File: src/rtl/uart_frame_collector.sv
// Packs byte pairs from a UART receiver into 16-bit samples and holds a full
// frame until the consumer acks it. A partial frame is dropped on a line error or idle timeout.
//
// state   | meaning
// COLLECT | gathering byte pairs into buffer[wr_idx]
// FULL    | frame complete and held; bytes are dropped and flagged as overflow
module uart_frame_collector #(
    parameter int SAMPLE_NUM   = 16,
    parameter int TIMEOUT_CLKS = 52080
) (
    input  logic                          i_clk,
    input  logic                          i_rst_n,
    input  logic [7:0]                    i_Received_byte,
    input  logic                          i_receive_state,
    input  logic                          i_error,
    input  logic [$clog2(SAMPLE_NUM)-1:0] i_rd_addr,
    input  logic                          i_frame_ack,
    output logic [15:0]                   o_rd_data,
    output logic                          o_frame_ready,
    output logic [$clog2(SAMPLE_NUM):0]   o_fill_count,
    output logic                          o_frame_error,
    output logic                          o_overflow
);

    localparam int AW = $clog2(SAMPLE_NUM);
    localparam int IW = (TIMEOUT_CLKS > 2) ? $clog2(TIMEOUT_CLKS) : 1;
    localparam logic [AW-1:0] LAST_IDX  = AW'(SAMPLE_NUM - 1);
    localparam logic [IW-1:0] IDLE_LAST = IW'(TIMEOUT_CLKS - 1);

    typedef enum logic {COLLECT = 1'b0, FULL = 1'b1} state_t;

    state_t        state, state_next;
    logic          phase, phase_next;
    logic [7:0]    low_byte, low_byte_next;
    logic [AW-1:0] wr_idx, wr_idx_next;
    logic [AW:0]   fill_count, fill_count_next;
    logic [IW-1:0] idle_cnt, idle_cnt_next, idle_inc;
    logic          overflow, overflow_next;
    logic          frame_error, frame_error_next;
    logic          buf_we;
    logic          partial;
    logic [15:0]   rd_data;
    logic [15:0]   buffer [SAMPLE_NUM];

    assign partial  = (wr_idx != '0) || phase;
    assign idle_inc = idle_cnt + IW'(1);

    always_ff @(posedge i_clk or negedge i_rst_n) begin
        if (!i_rst_n) begin
            state       <= COLLECT;
            phase       <= 1'b0;
            low_byte    <= 8'h00;
            wr_idx      <= '0;
            fill_count  <= '0;
            idle_cnt    <= '0;
            overflow    <= 1'b0;
            frame_error <= 1'b0;
        end else begin
            state       <= state_next;
            phase       <= phase_next;
            low_byte    <= low_byte_next;
            wr_idx      <= wr_idx_next;
            fill_count  <= fill_count_next;
            idle_cnt    <= idle_cnt_next;
            overflow    <= overflow_next;
            frame_error <= frame_error_next;
        end
    end

    always_comb begin
        state_next       = state;
        phase_next       = phase;
        low_byte_next    = low_byte;
        wr_idx_next      = wr_idx;
        fill_count_next  = fill_count;
        idle_cnt_next    = '0;
        overflow_next    = overflow;
        frame_error_next = 1'b0;
        buf_we           = 1'b0;

        if (state == COLLECT) begin
            if (i_error) begin
                wr_idx_next      = '0;
                phase_next       = 1'b0;
                fill_count_next  = '0;
                frame_error_next = 1'b1;
            end else if (i_receive_state) begin
                if (!phase) begin
                    low_byte_next = i_Received_byte;
                    phase_next    = 1'b1;
                end else begin
                    buf_we          = 1'b1;
                    wr_idx_next     = wr_idx + AW'(1);
                    fill_count_next = fill_count + (AW+1)'(1);
                    phase_next      = 1'b0;
                    if (wr_idx == LAST_IDX)
                        state_next = FULL;
                end
            end else if (partial) begin
                // Discard on the edge where the count would reach its terminal value.
                if (idle_inc == IDLE_LAST) begin
                    wr_idx_next      = '0;
                    phase_next       = 1'b0;
                    fill_count_next  = '0;
                    frame_error_next = 1'b1;
                end else begin
                    idle_cnt_next = idle_inc;
                end
            end
        end else begin
            if (i_frame_ack) begin
                state_next      = COLLECT;
                wr_idx_next     = '0;
                fill_count_next = '0;
                overflow_next   = 1'b0;
                phase_next      = i_receive_state;
                if (i_receive_state)
                    low_byte_next = i_Received_byte;
            end else if (i_receive_state) begin
                overflow_next = 1'b1;
            end
        end
    end

    always_ff @(posedge i_clk) begin
        if (buf_we)
            buffer[wr_idx] <= {i_Received_byte, low_byte};
    end

    always_ff @(posedge i_clk or negedge i_rst_n) begin
        if (!i_rst_n)
            rd_data <= 16'h0000;
        else
            rd_data <= buffer[i_rd_addr];
    end

    assign o_rd_data     = rd_data;
    assign o_frame_ready = (state == FULL);
    assign o_fill_count  = fill_count;
    assign o_frame_error = frame_error;
    assign o_overflow    = overflow;

endmodule

File: config.mk
export PLATFORM = sky130hd
export DESIGN_NAME = uart_frame_collector
export DESIGN_NICKNAME = d
export VERILOG_FILES = /design/src/rtl/uart_frame_collector.sv
export SDC_FILE = /design/constraint.sdc
export NUM_CORES = 1
export LEC_CHECK = 0
export BUFFER_PORTS_ARGS = -buffer_cell sky130_fd_sc_hd__buf_2
export CORE_UTILIZATION = 55
export DETAILED_ROUTE_END_ITERATION = 7
export PLACE_DENSITY = 0.75
export SLEW_MARGIN = 20
export SYNTH_ARGS = -nofsm -noshare
export SYNTH_HDL_FRONTEND = slang
export SYNTH_SLANG_ARGS = --single-unit
File: constraint.sdc
create_clock -name i_clk -period 3.45 [get_ports i_clk]
set_clock_uncertainty 0.1 [all_clocks]
set_input_delay 0.1725 -clock i_clk [delete_from_list [all_inputs] [get_ports i_clk]]
set_output_delay 0.1725 -clock i_clk [all_outputs]
set_load 0.005 [all_outputs]
---- Word-level counts from Yosys, hierarchy flattened ----
Memories as Yosys holds them, arrays and structs flattened. A register that Yosys moved wholly into a read port is not among the register bits.
Index checks and enable logic that the tools add are counted.
storage, ports and cells
  bits in registers ....................... 37
  bits in latches ......................... 0
  RAM bits ................................ 256
  bits in read-only memories .............. 0
  input bits .............................. 17
  output and inout bits ................... 24
  word-level logic and storage cells ...... 79
  memories ................................ 1
memories
  memory  words  bits a word  read ports  clocked after Yosys merged registers in  write ports  RTL line  RTL
  buffer  16     16           1           1                                        1            43        logic [15:0] buffer [SAMPLE_NUM];
cells by class
  $add $sub $neg .......................... 3
  multipliers ............................. 0
  divide/modulo/power cells ............... 0
  magnitude comparators ................... 0
  equal/unequal tests ..................... 6
  shift-type cells ........................ 0
  muxes and demuxes ....................... 51
  bitwise operators ....................... 0
  reductions and logical operators ........ 10
operators by type and width
  kind                                                             number
  16-bit 2-to-1 mux                                                5
  8-bit 2-to-1 mux                                                 6
  5-bit 2-to-1 mux                                                 7
  4-bit 2-to-1 mux                                                 7
  1-bit 2-to-1 mux                                                 26
  16-bit by 1-bit adder with 16-bit output, second input constant  1
  16-bit == test, second input constant                            1
  4-bit nonzero test                                               3
  4-bit AND reduction                                              2
  5-bit by 1-bit adder with 5-bit output, second input constant    1
  4-bit by 1-bit adder with 4-bit output, second input constant    1
  4-bit == test, second input constant                             1
  2-bit != test, second input constant                             2
  4-bit by 1-bit != test with 1-bit output, second input constant  1
  3-bit AND reduction                                              1
  2-bit by 1-bit != test with 1-bit output, second input constant  1
  2-bit AND reduction                                              1
  2-bit nonzero test                                               1
  1-bit logical NOT                                                1
  1-bit logical OR                                                 1

---- Longest topological paths before layout ----
Gate-level depths: netlist of the first run.
  depth in word-level cells ............... 7
  depth in mapped cells ................... 9
  mapped depth without buffers ............ 8

---- Worst setup path after synthesis of the first run ----
OpenSTA, ideal clock, no wires.
  path kind ............................... reg-to-reg
  start ................................... reg state (netlist: o_frame_ready)
  end ..................................... mem buffer[0][0], enable pin
  setup time .............................. 0.431 ns
  arrival ................................. 2.727 ns
  required time ........................... 2.919 ns
  path slack .............................. 0.193 ns
  stages on the path, launching flop included .. 5
  path buffers ............................ 1
  period minus slack after synthesis ...... 3.257 ns
  cells stage by stage .................... dfrtp_1 -> clkbuf_1 -> nor2_1 -> nand3_1 -> nor4_1
between the ends
  cells in the longest elaborated chain, start to end .. 3
ends and longest elaborated chain
  element                                 RTL line  RTL
  start: declaration                      32        state_t state, state_next;
  start signal: assignment                59        state <= state_next;
  1-bit 2-to-1 mux                        81        if (state == COLLECT) begin
  1-bit 2-to-1 mux                        126       if (buf_we)
  1-bit 2-to-1 mux (implied by the code)  127       buffer[wr_idx] <= {i_Received_byte, low_byte};
  end: declaration                        43
Every way passes these cells.

---- Worst setup path after layout of the first run ----
  start ................................... reg idle_cnt[0]
  end ..................................... reg frame_error (netlist: o_frame_error)
between the ends
  cells in the longest elaborated chain, start to end .. 7
ends and longest elaborated chain
  element                                   RTL line  RTL
  start: declaration                        37        logic [IW-1:0] idle_cnt, idle_cnt_next, idle_inc;
  start signal: assignment                  64        idle_cnt <= idle_cnt_next;
  16-bit by 1-bit adder with 16-bit output  46        assign idle_inc = idle_cnt + IW'(1);
  16-bit == test                            101       if (idle_inc == IDLE_LAST) begin
  1-bit 2-to-1 mux                          101
  1-bit 2-to-1 mux                          99        end else if (partial) begin
  1-bit 2-to-1 mux                          87        end else if (i_receive_state) begin
  1-bit 2-to-1 mux                          82        if (i_error) begin
  1-bit 2-to-1 mux                          81
  via frame_error_next                      39        logic frame_error, frame_error_next;
  end signal: assignment                    66        frame_error <= frame_error_next;
  end: declaration                          39
The timed path passes the listed nets, and every way through them passes these cells.
A chain may end at the register's enable or synchronous reset.

==> metrics, run 1 <==
register bit total from synthesis a little over 300; NumNets Final 693; path type of the worst min-delay path primary input to register; Pins Over Slew Limit 0; worst endpoint required time between 3 and 4 ns; Area Overhead vs Synth 15.1%; Die Y about 150 um; Tcrit/Tclk final a little over four fifths; clock transition at the registers of the reported paths ~0.060 ns; dominant cell type by area after synthesis edfxtp_1; TNS Setup 0 ns; wire length per cell between 20 and 30 um; worst hold endpoint o_rd_data[0]; VDD IR-drop max 0.429 mV; WP data arrival around 3.3 ns; Hold Path Stages 2; critical path cell sequence ha_1, and4_2, nand3_4, or2_0, o2bb2ai_1, or2_1, o41ai_1, dlygate4sd3_1; first-pass GRT wire length 38000 um; Critical Path Source Type register; Hold-fix buffers, CTS 14; FFs w/ async S/R, synth about 17%; largest net degree at the start of global routing 65; Antenna Cells 0; Worst Path Class, Setup register to register; CTS tree yes; ys flop type edfxtp_1; gr usage total between 20% and 30%; post-synth top area share a little under two thirds; syn avg cell area approximately 21 um2; worst skew pair latency 0.54 ns; via count between 5k and 6k; number of fill cells in the layout 1417; slowest stage cell, crit path dlygate4sd3_1; min cycle time layout just under 3 ns; worst slew pin tran 1.08 ns; commonest non-fill, non-tap cells in the layout edfxtp_1, mux4_2, dfrtp_1, buf_2, clkbuf_16; EDFF count, synth 256; max incr delay on CP around 0.60 ns; fmax approximately 0.35 GHz; outcome completed; antenna violations before repair 0; final total power 7.77 mW; power density over the cells about 560 mW/mm2; RePlAce Congestion 0.883; Post-Route WL 25000 um; leading cell type in the layout, fill and taps excluded edfxtp_1; Ys Warns 0; worst r2r path cells 8; Cell variety after synth 49; I/O pins ~40; Initial DRC Count between 500 and 600; worst r2r src idle_cnt[0]; Final HPWL DP approximately 15000 um; CP Capture Type register; Core Area about 0.021 mm2; Max clock buf depth 3; post-cts resize count 0; grt ovf 0; PortBufs 40; maxcap violations 0; Max H-tree Level 1; DRT Pass-1 Iters 5; worst hold slack between 0.15 and 0.2 ns; Mapped Area 0.0120 mm2; Synth Instances between 500 and 600; Leak roughly 4.7 nW; Slew HR 28.3%; die width 150 um; R2R Path End o_frame_error; vias in the first global route ~6.2k; Root Buffer clkbuf_16; share of layout cells above drive strength 1 31.4%; RSZ-0062 raised after global routing no; Mapped Nets between 600 and 700; Die Area 0.0225 mm2; drt via density 6.11; hold path startpoint i_rd_addr[3]; CTS buffer count 29; r2r setup slk about 0.56 ns; worst-path fanout max 7; initial core utilization 56.7%; clk sink count between 300 and 400; Fin. Hold Viols 0; count of final setup violators 0; DR DRC count 0; post-synthesis sequential area ratio roughly three quarters; number of setup buffers added after CTS 0; Core Rows 53; leading post-synthesis cells by cell area edfxtp_1, mux4_2, dfrtp_1; number of routed nets with antenna violations 0
layer usage:
metal	vias to the layer above	global-route usage, %	wire length, um
met5	-	0	0
met4	0	6.52	647
met3	51	3.57	1590
met2	227	38.4	12400
met1	3083	34.3	10400
li1	2539	-	-
area by class of cell:
cell class                      count  area (um2)  share of cell area (%)
Sequential cell                   309        9010                    65.1
Multi-Input combinational cell    238        2930                    21.2
Clock buffer                       37         776                    5.60
Timing Repair Buffer               83         586                    4.23
Tap cell                          275         344                    2.48
Clock inverter                     16         173                    1.25
Inverter                            8        30.0                   0.217
cell usage after synthesis (2+ instances only):
master    instances
mux4_2           80
nor4_1            6
nor3_1            2
and3_1            8
buf_2             7
nand2b_1          4
ha_1              7
and2_1            5
o31ai_1           2
xor2_1            6
a22o_1            3
clkbuf_1         14
xnor2_1           9
a21oi_1           5
edfxtp_1        256
nor2b_1           3
nand3_1          13
a211o_1           2
nand4_1           6
nor3b_1           4
nor2_1           29
mux2_2           10
dfrtp_1          53
a21o_1            2
nand2_1          10
buf_1             4
inv_1             8
cell families after synthesis:
group,share of synthesized area [%]
AOI/OAI and AO/OA,1.54
xor gates and xnor gates,1.09
adders and majority gates,0.727
buffers and inverters,1.10
DFF,74.9
muxes,16.0
and+or+nand+nor,4.71
sequential cells by signal (all words and copies together) (netlist names):
name / flops
o_fill_count: 5
o_overflow: 1
o_frame_error: 1
buffer: 256
phase: 1
idle_cnt: 16
o_rd_data: 16
wr_idx: 4
o_frame_ready: 1
low_byte: 8
power breakdown:
group	switching [mW]	leakage, nW	internal (mW)
combinational	0.177	1.30	0.165
clock	1.28	0.468	1.88
sequential	0.100	2.98	4.17
worst max-delay path: cells and delay by family (launching register included):
kind | cells | cell delay [ns]
adders and majority gates | 1 | 0.28
DFF | 1 | 0.45
AOI/OAI and AO/OA | 2 | 0.44
buffers and inverters | 1 | 0.60
and+or+nand+nor | 4 | 0.96
per-stage QoR:
step                      utilization, %  worst slack, ns  cell area (um2)  cells
after CTS                           65.3            0.587            13900    966
after global routing                65.3            0.352            13900    966
after global placement              60.1            0.886            12800    899
final                               65.3            0.556            13900    966
after floorplan                        -            0.193            12000    580
after detailed placement            60.2            0.746            12800    899
worst max-delay path by stage:
| stage | start | end | slack [ns] | cells past startpoint |
|---|---|---|---|---|
| 6_report | idle_cnt[0] | o_frame_error | 0.56 | 8 |
| 5_1_grt | idle_cnt[0] | o_frame_error | 0.35 | 8 |
| 4_1_cts | idle_cnt[0] | o_frame_error | 0.59 | 8 |
| 3_5_place_dp | o_frame_ready | buffer[11][8] | 0.75 | 5 |
| 3_3_place_gp | idle_cnt[0] | wr_idx[2] | 0.89 | 7 |
| 2_1_floorplan | o_frame_ready | buffer[0][0] | 0.19 | 4 |
(Power assumes the default switching activity.)
==> run 2, diff against run 1 <==
Settings changed: CORE_UTILIZATION 55 to 61, PLACE_DENSITY 0.75 to 0.79.
Clock period 3.45 ns to 2.8 ns, I/O delays scaled along.
==> run 2 against run 1 <==
  * Non-clock buffer count up 7
  * Sequential power is 23% higher
  * Fmax up 8.4%
  * Power is 22% higher
  * Global-route usage grew 2.0 points
  * Cell area rose by 0.34%
  * Largest power group unchanged
  * Critical endpoint is now wr_idx[2]
  * Die area decreased by 9.7%
  * Worst setup slack worse by 0.43 ns
  * Register-to-register slack worse by 0.43 ns
  * Clock power grew 21%
  * Count of clock-buffer cells in the layout increased by 6
  * Utilization rose by 6.4 points
==> metrics, run 2 (synthesis gave the netlist of run 1 again) <==
VDD IR-drop max 0.527 mV (was 0.429 mV); count of final setup violators 0 (unchanged); min cycle time layout 2.67 ns (was 2.89 ns); Die Area 0.0203 mm2 (was 0.0225 mm2); antenna violations before repair 0 (unchanged); Hold-fix buffers, CTS 13 (was 14); first-pass GRT wire length 37500 um (was 38000 um); worst endpoint required time 3.13 ns (was 3.82 ns); Multi-input gate area 0.00293 mm2 (about the same); CTS tree yes (unchanged); Final Util 71.7% (was 65.3%); vias in the first global route 6445 (was 6184); Post-Place Setup Slack 0.150 ns (was 0.746 ns); drt via density 6.29 (was 6.11); leading cell type in the layout, fill and taps excluded edfxtp_1 (unchanged); CP Capture Type register (unchanged); largest net degree at the start of global routing 54 (was 65); TNS Setup 0 ns (unchanged); path type of the worst min-delay path primary input to register (unchanged); final setup margin 0.129 ns (was 0.556 ns); worst-path fanout max 9 (was 7); CTS buffer count 30 (was 29); outcome completed (unchanged); commonest non-fill, non-tap cells in the layout edfxtp_1, mux4_2, dfrtp_1, buf_2, buf_4 (was edfxtp_1, mux4_2, dfrtp_1, buf_2, clkbuf_16); Area Overhead vs Synth 15.5% (was 15.1%); Antenna Cells 0 (unchanged); share of layout cells above drive strength 1 32.1% (was 31.4%); final instance area 0.0139 mm2 (about the same); PortBufs 40 (unchanged); r2r setup slk 0.13 ns (was 0.56 ns); initial core utilization 62.1% (was 56.7%); Final HPWL DP 14800 um (was 14600 um); Max H-tree Level 1 (unchanged); worst slew pin tran 0.779 ns (was 1.08 ns); RSZ-0062 raised after global routing no (unchanged); Die Y 143 um (was 150 um); worst skew pair latency 0.56 ns (was 0.54 ns); Critical Path Source Type register (unchanged); area post-placement 0.0128 mm2 (about the same); grt ovf 0 (unchanged); Critical Path Start idle_cnt[0] (unchanged); DR DRC count 0 (unchanged); Fin. Hold Viols 0 (unchanged); max FFs per register 256 (unchanged); Root Buffer clkbuf_16 (unchanged); Max clock buf depth 3 (unchanged); Initial DRC Count 521 (was 578); final total power 9.50 mW (was 7.77 mW); fmax 0.374 GHz (was 0.345 GHz); worst r2r path cells 7 (was 8); gr usage total 25.8% (was 23.8%); Slew HR 48.1% (was 28.3%); Leak 4.79 nW (was 4.75 nW); Tcrit/Tclk final 95.4% (was 83.9%); die width 143 um (was 150 um); worst r2r src idle_cnt[0] (unchanged); WP data arrival 3.00 ns (was 3.27 ns); Core Rows 51 (was 53); wire length per cell 25.6 um (was 25.9 um); number of fill cells in the layout 1163 (was 1417); Core Area 0.0194 mm2 (was 0.0212 mm2); R2R Path End wr_idx[2] (was o_frame_error); NumNets Final 701 (was 693); Pins Over Slew Limit 0 (unchanged); number of routed nets with antenna violations 0 (unchanged); clk sink count 309 (unchanged); RePlAce Congestion 0.844 (was 0.883); post-cts resize count 0 (unchanged); maxcap violations 0 (unchanged); Worst Path Class, Setup register to register (unchanged); power density over the cells 683 mW/mm2 (was 561 mW/mm2); DRT Pass-1 Iters 4 (was 5); Top reg by flops buffer (unchanged); clock transition at the registers of the reported paths 0.06 ns (about the same); number of setup buffers added after CTS 0 (unchanged); Post-Route WL 24700 um (was 25000 um); I/O pins 41 (unchanged); Critical Path End wr_idx[2] (was o_frame_error); via count 6077 (was 5900); register area 0.00901 mm2 (unchanged)
==> run 2: cell type report <==
class / instances / share of cell area (%)
well taps: 265 / 2.39
flip-flops and latches: 309 / 64.8
inverters: 8 / 0.216
multi-input cells: 238 / 21.1
repair buffers: 90 / 4.66
clock buffers: 43 / 6.04
clock inverters: 13 / 0.783
==> run 2: layer usage <==
layer,part of all wire [%],vias to the layer above,GRT usage [%]
met4,3.2,0,10.6
met2,50,302,41.5
li1,-,2551,-
met3,7.4,69,4.17
met1,40,3155,35.8
met5,0,-,0
==> run 2: critical path: stages, from the launching register on <==
cell,delay (ns)
dfrtp_1,0.45
ha_1,0.29
and4_2,0.34
nand3_4,0.11
or2_0,0.25
and2_1,0.17
o41a_4,0.54
a211o_1,0.31
==> run 2: how the worst min path moves through the flow <==
stage / from / to / slack, ns / cells after the start
final: i_rd_addr[3] / o_rd_data[11] / 0.13 / 2
after global routing: i_rd_addr[3] / o_rd_data[9] / 0.12 / 2
after CTS: i_rd_addr[3] / o_rd_data[11] / 0.11 / 2
after detailed placement: i_rst_n / idle_cnt[2] / 0.25 / 2
after global placement: i_rst_n / idle_cnt[2] / 0.25 / 2
after floorplan: i_rst_n / idle_cnt[0] / -0.26 / 0
==> run 2: report_power, final <==
part / switching, mW / total, mW / internal, mW / leakage [nW]
Sequential: 0.122 / 5.26 / 5.13 / 2.98
Combinational: 0.212 / 0.418 / 0.206 / 1.34
Clock: 1.65 / 3.83 / 2.18 / 0.466
==> run 2: stage by stage <==
step | hold WS (ns) | instances
final | 0.134 | 966
after detailed placement | 0.251 | 897
after CTS | 0.105 | 966
after global placement | 0.248 | 897
after floorplan | -0.256 | 580
after global routing | 0.116 | 966
==> run 3, diff against run 2 <==
Settings changed: CORE_UTILIZATION 61 to 55, PLACE_DENSITY 0.79 to 0.75.
Clock period 2.8 ns to 2.18 ns, I/O delays scaled along.
==> run 3 against run 2 <==
  * The flow now finishes with violations (setup timing)
  * Cell area increased by 5.5%
  * Non-clock buffer count increased by 28
  * Critical endpoint is now o_fill_count[0]
  * Worst hold slack worse by 0.097 ns
  * Largest cell class unchanged
  * Worst setup slack got worse by 0.26 ns
  * Count of clock-buffer cells in the layout is 13 lower
  * Critical path type unchanged
==> metrics, run 3 (synthesis gave the netlist of run 1 again) <==
DRT Pass-1 Iters 5 (was 4); Antenna Cells 0 (unchanged); Max Used Layer met4 (unchanged); via count 6285 (was 6077); met3 wire length 2160 um (was 1840 um); commonest non-fill, non-tap cells in the layout edfxtp_1, mux4_2, dfrtp_1, buf_4, buf_2 (was edfxtp_1, mux4_2, dfrtp_1, buf_2, buf_4); Critical Path Source Type register (unchanged); worst r2r path cells 8 (was 7); min cycle time layout 2.31 ns (was 2.67 ns); WP data arrival 2.65 ns (was 3.00 ns); maxcap violations 0 (unchanged); Max clock buf depth 3 (unchanged); path type of the worst min-delay path primary input to asynchronous set/reset pin (was primary input to register); Initial DRC Count 508 (was 521); worst hold slack 0.0371 ns (was 0.134 ns); Root Buffer clkbuf_16 (unchanged); clock power share 42.5% (was 40.3%); metal2 WL 13500 um (was 12200 um); wire length per cell 26.4 um (was 25.6 um); Die Area 0.0225 mm2 (was 0.0203 mm2); worst-path fanout max 5 (was 9); gr usage total 25.0% (was 25.8%); Worst Path Class, Setup register to register (unchanged); die width 150 um (was 143 um); RSZ-0062 raised after global routing yes (was no); power density over the cells 870 mW/mm2 (was 683 mW/mm2); drt via density 6.25 (was 6.29); Fin. Hold Viols 0 (unchanged); leading cell type in the layout, fill and taps excluded edfxtp_1 (unchanged); outcome complete, but fails checks (was completed); final setup margin -0.132 ns (was 0.129 ns); I/O pins 41 (unchanged); DR DRC count 0 (unchanged); Post-Route WL 26600 um (was 24700 um); Top reg by flops buffer (unchanged); Net Sw Frac 20.7% (was 20.9%); Layout Cells excl Fill 1005 (was 966); PortBufs 40 (unchanged); CP Capture Type register (unchanged); Slew HR 36.6% (was 48.1%); Placed Cells incl. Taps 929 (was 897); Core Rows 53 (was 51); count of final setup violators 10 (was 0); Area Overhead vs Synth 21.8% (was 15.5%); initial core utilization 56.7% (was 62.1%); fmax 0.433 GHz (was 0.374 GHz); max FFs per register 256 (unchanged); Sequential Power Share 52.9% (was 55.3%); Leak 5.07 nW (was 4.79 nW); combinational share of power 4.7% (was 4.4%); number of fill cells in the layout 1315 (was 1163); share of layout cells above drive strength 1 38.9% (was 32.1%); M1 WL 10400 um (was 9850 um); CTS tree yes (unchanged); number of routed nets with antenna violations 0 (unchanged); Pins Over Slew Limit 0 (unchanged); worst slew pin tran 0.949 ns (was 0.779 ns); antenna violations before repair 0 (unchanged); VDD IR-drop max 0.760 mV (was 0.527 mV); largest net degree at the start of global routing 41 (was 54); Die Y 150 um (was 143 um); RePlAce Congestion 0.873 (was 0.844); grt ovf 0 (unchanged); worst r2r src idle_cnt[4] (was idle_cnt[0]); Max H-tree Level 1 (unchanged); worst skew pair latency 0.56 ns (about the same); clock transition at the registers of the reported paths 0.07 ns (was 0.06 ns); failing checks setup timing; net switching power 2.65 mW (was 1.98 mW); Tcrit/Tclk final 106% (was 95.4%); r2r setup slk -0.13 ns (was 0.13 ns); clk sink count 309 (unchanged); R2R Path End o_fill_count[0] (was wr_idx[2]); Final HPWL DP 14400 um (was 14800 um); Int Power 10.1 mW (was 7.52 mW); Core Area 0.0212 mm2 (was 0.0194 mm2); first-pass GRT wire length 39900 um (was 37500 um); vias in the first global route 6591 (was 6445); worst endpoint required time 2.52 ns (was 3.13 ns); NumNets Final 730 (was 701); CTS buffer count 30 (unchanged)
-- run 3: final cells by class --
| type | instances | area (um2) | share of cell area (%) |
|---|---|---|---|
| clock buffer | 30 | 751 | 5.12 |
| clock inverter | 26 | 292 | 1.99 |
| inverter | 8 | 30.0 | 0.205 |
| multi-input combinational | 239 | 3150 | 21.5 |
| sequential | 309 | 9020 | 61.5 |
| tap | 275 | 344 | 2.35 |
| timing repair buffer | 118 | 1080 | 7.40 |
-- run 3: power groups by stage --
| stage | sequential (mW) | clock [mW] | combinational [mW] |
|---|---|---|---|
| finish | 6.75 | 5.42 | 0.593 |
| global route | 6.76 | 5.69 | 0.640 |
| CTS | 6.75 | 5.47 | 0.597 |
| detailed placement | 6.86 | 0 | 0.566 |
| global placement | 6.85 | 0 | 0.550 |
| floorplan | 6.82 | 0 | 0.325 |
-- run 3: repair_timing --
item	4_1_cts	5_1_grt
gates cloned	1	0
buffers inserted	3	3
pin swaps	8	5
gates resized for setup	7	11
hold buffers	14	0
setup endpoints to repair	10	25
hold endpoints to repair	197	0
-- run 3: worst max-delay path, stage by stage (launching register included) --
cell      delay (ns)
dfrtp_1         0.43
buf_4           0.15
and4_4          0.25
buf_6           0.10
nand3b_1        0.13
a21oi_4         0.20
nor2_2          0.07
o41a_4          0.50
mux2_4          0.27
-- run 3: worst max-delay path by stage --
| stage | startpoint | slack [ns] | end | depth (start not counted) |
|---|---|---|---|---|
| finish | idle_cnt[4] | -0.13 | o_fill_count[0] | 8 |
| global route | idle_cnt[4] | -0.20 | o_fill_count[0] | 8 |
| CTS | idle_cnt[0] | -0.11 | o_fill_count[0] | 6 |
| detailed placement | idle_cnt[0] | -0.19 | wr_idx[0] | 8 |
| global placement | idle_cnt[9] | -0.09 | wr_idx[0] | 6 |
| floorplan | idle_cnt[9] | -0.09 | o_fill_count[0] | 6 |
-- run 3: metal layers --
| metal | GRT usage, % | up-vias |
|---|---|---|
| li1 | - | 2622 |
| met1 | 35.1 | 3333 |
| met2 | 41.0 | 285 |
| met3 | 4.60 | 45 |
| met4 | 6.26 | 0 |
| met5 | 0 | - |
-- run 3: metrics by stage --
stage                     worst slack, ns  util (%)  cell area [um2]  power, mW  TNS, ns
after floorplan                   -0.0867         -            12200       7.14   -0.433
after global placement            -0.0921      62.9            13300       7.40   -0.481
after detailed placement           -0.189      62.9            13300       7.43    -1.38
after CTS                          -0.111      68.7            14600       12.8   -0.848
after global routing               -0.200      69.1            14700       13.1    -1.70
final                              -0.132      69.1            14700       12.8   -0.969
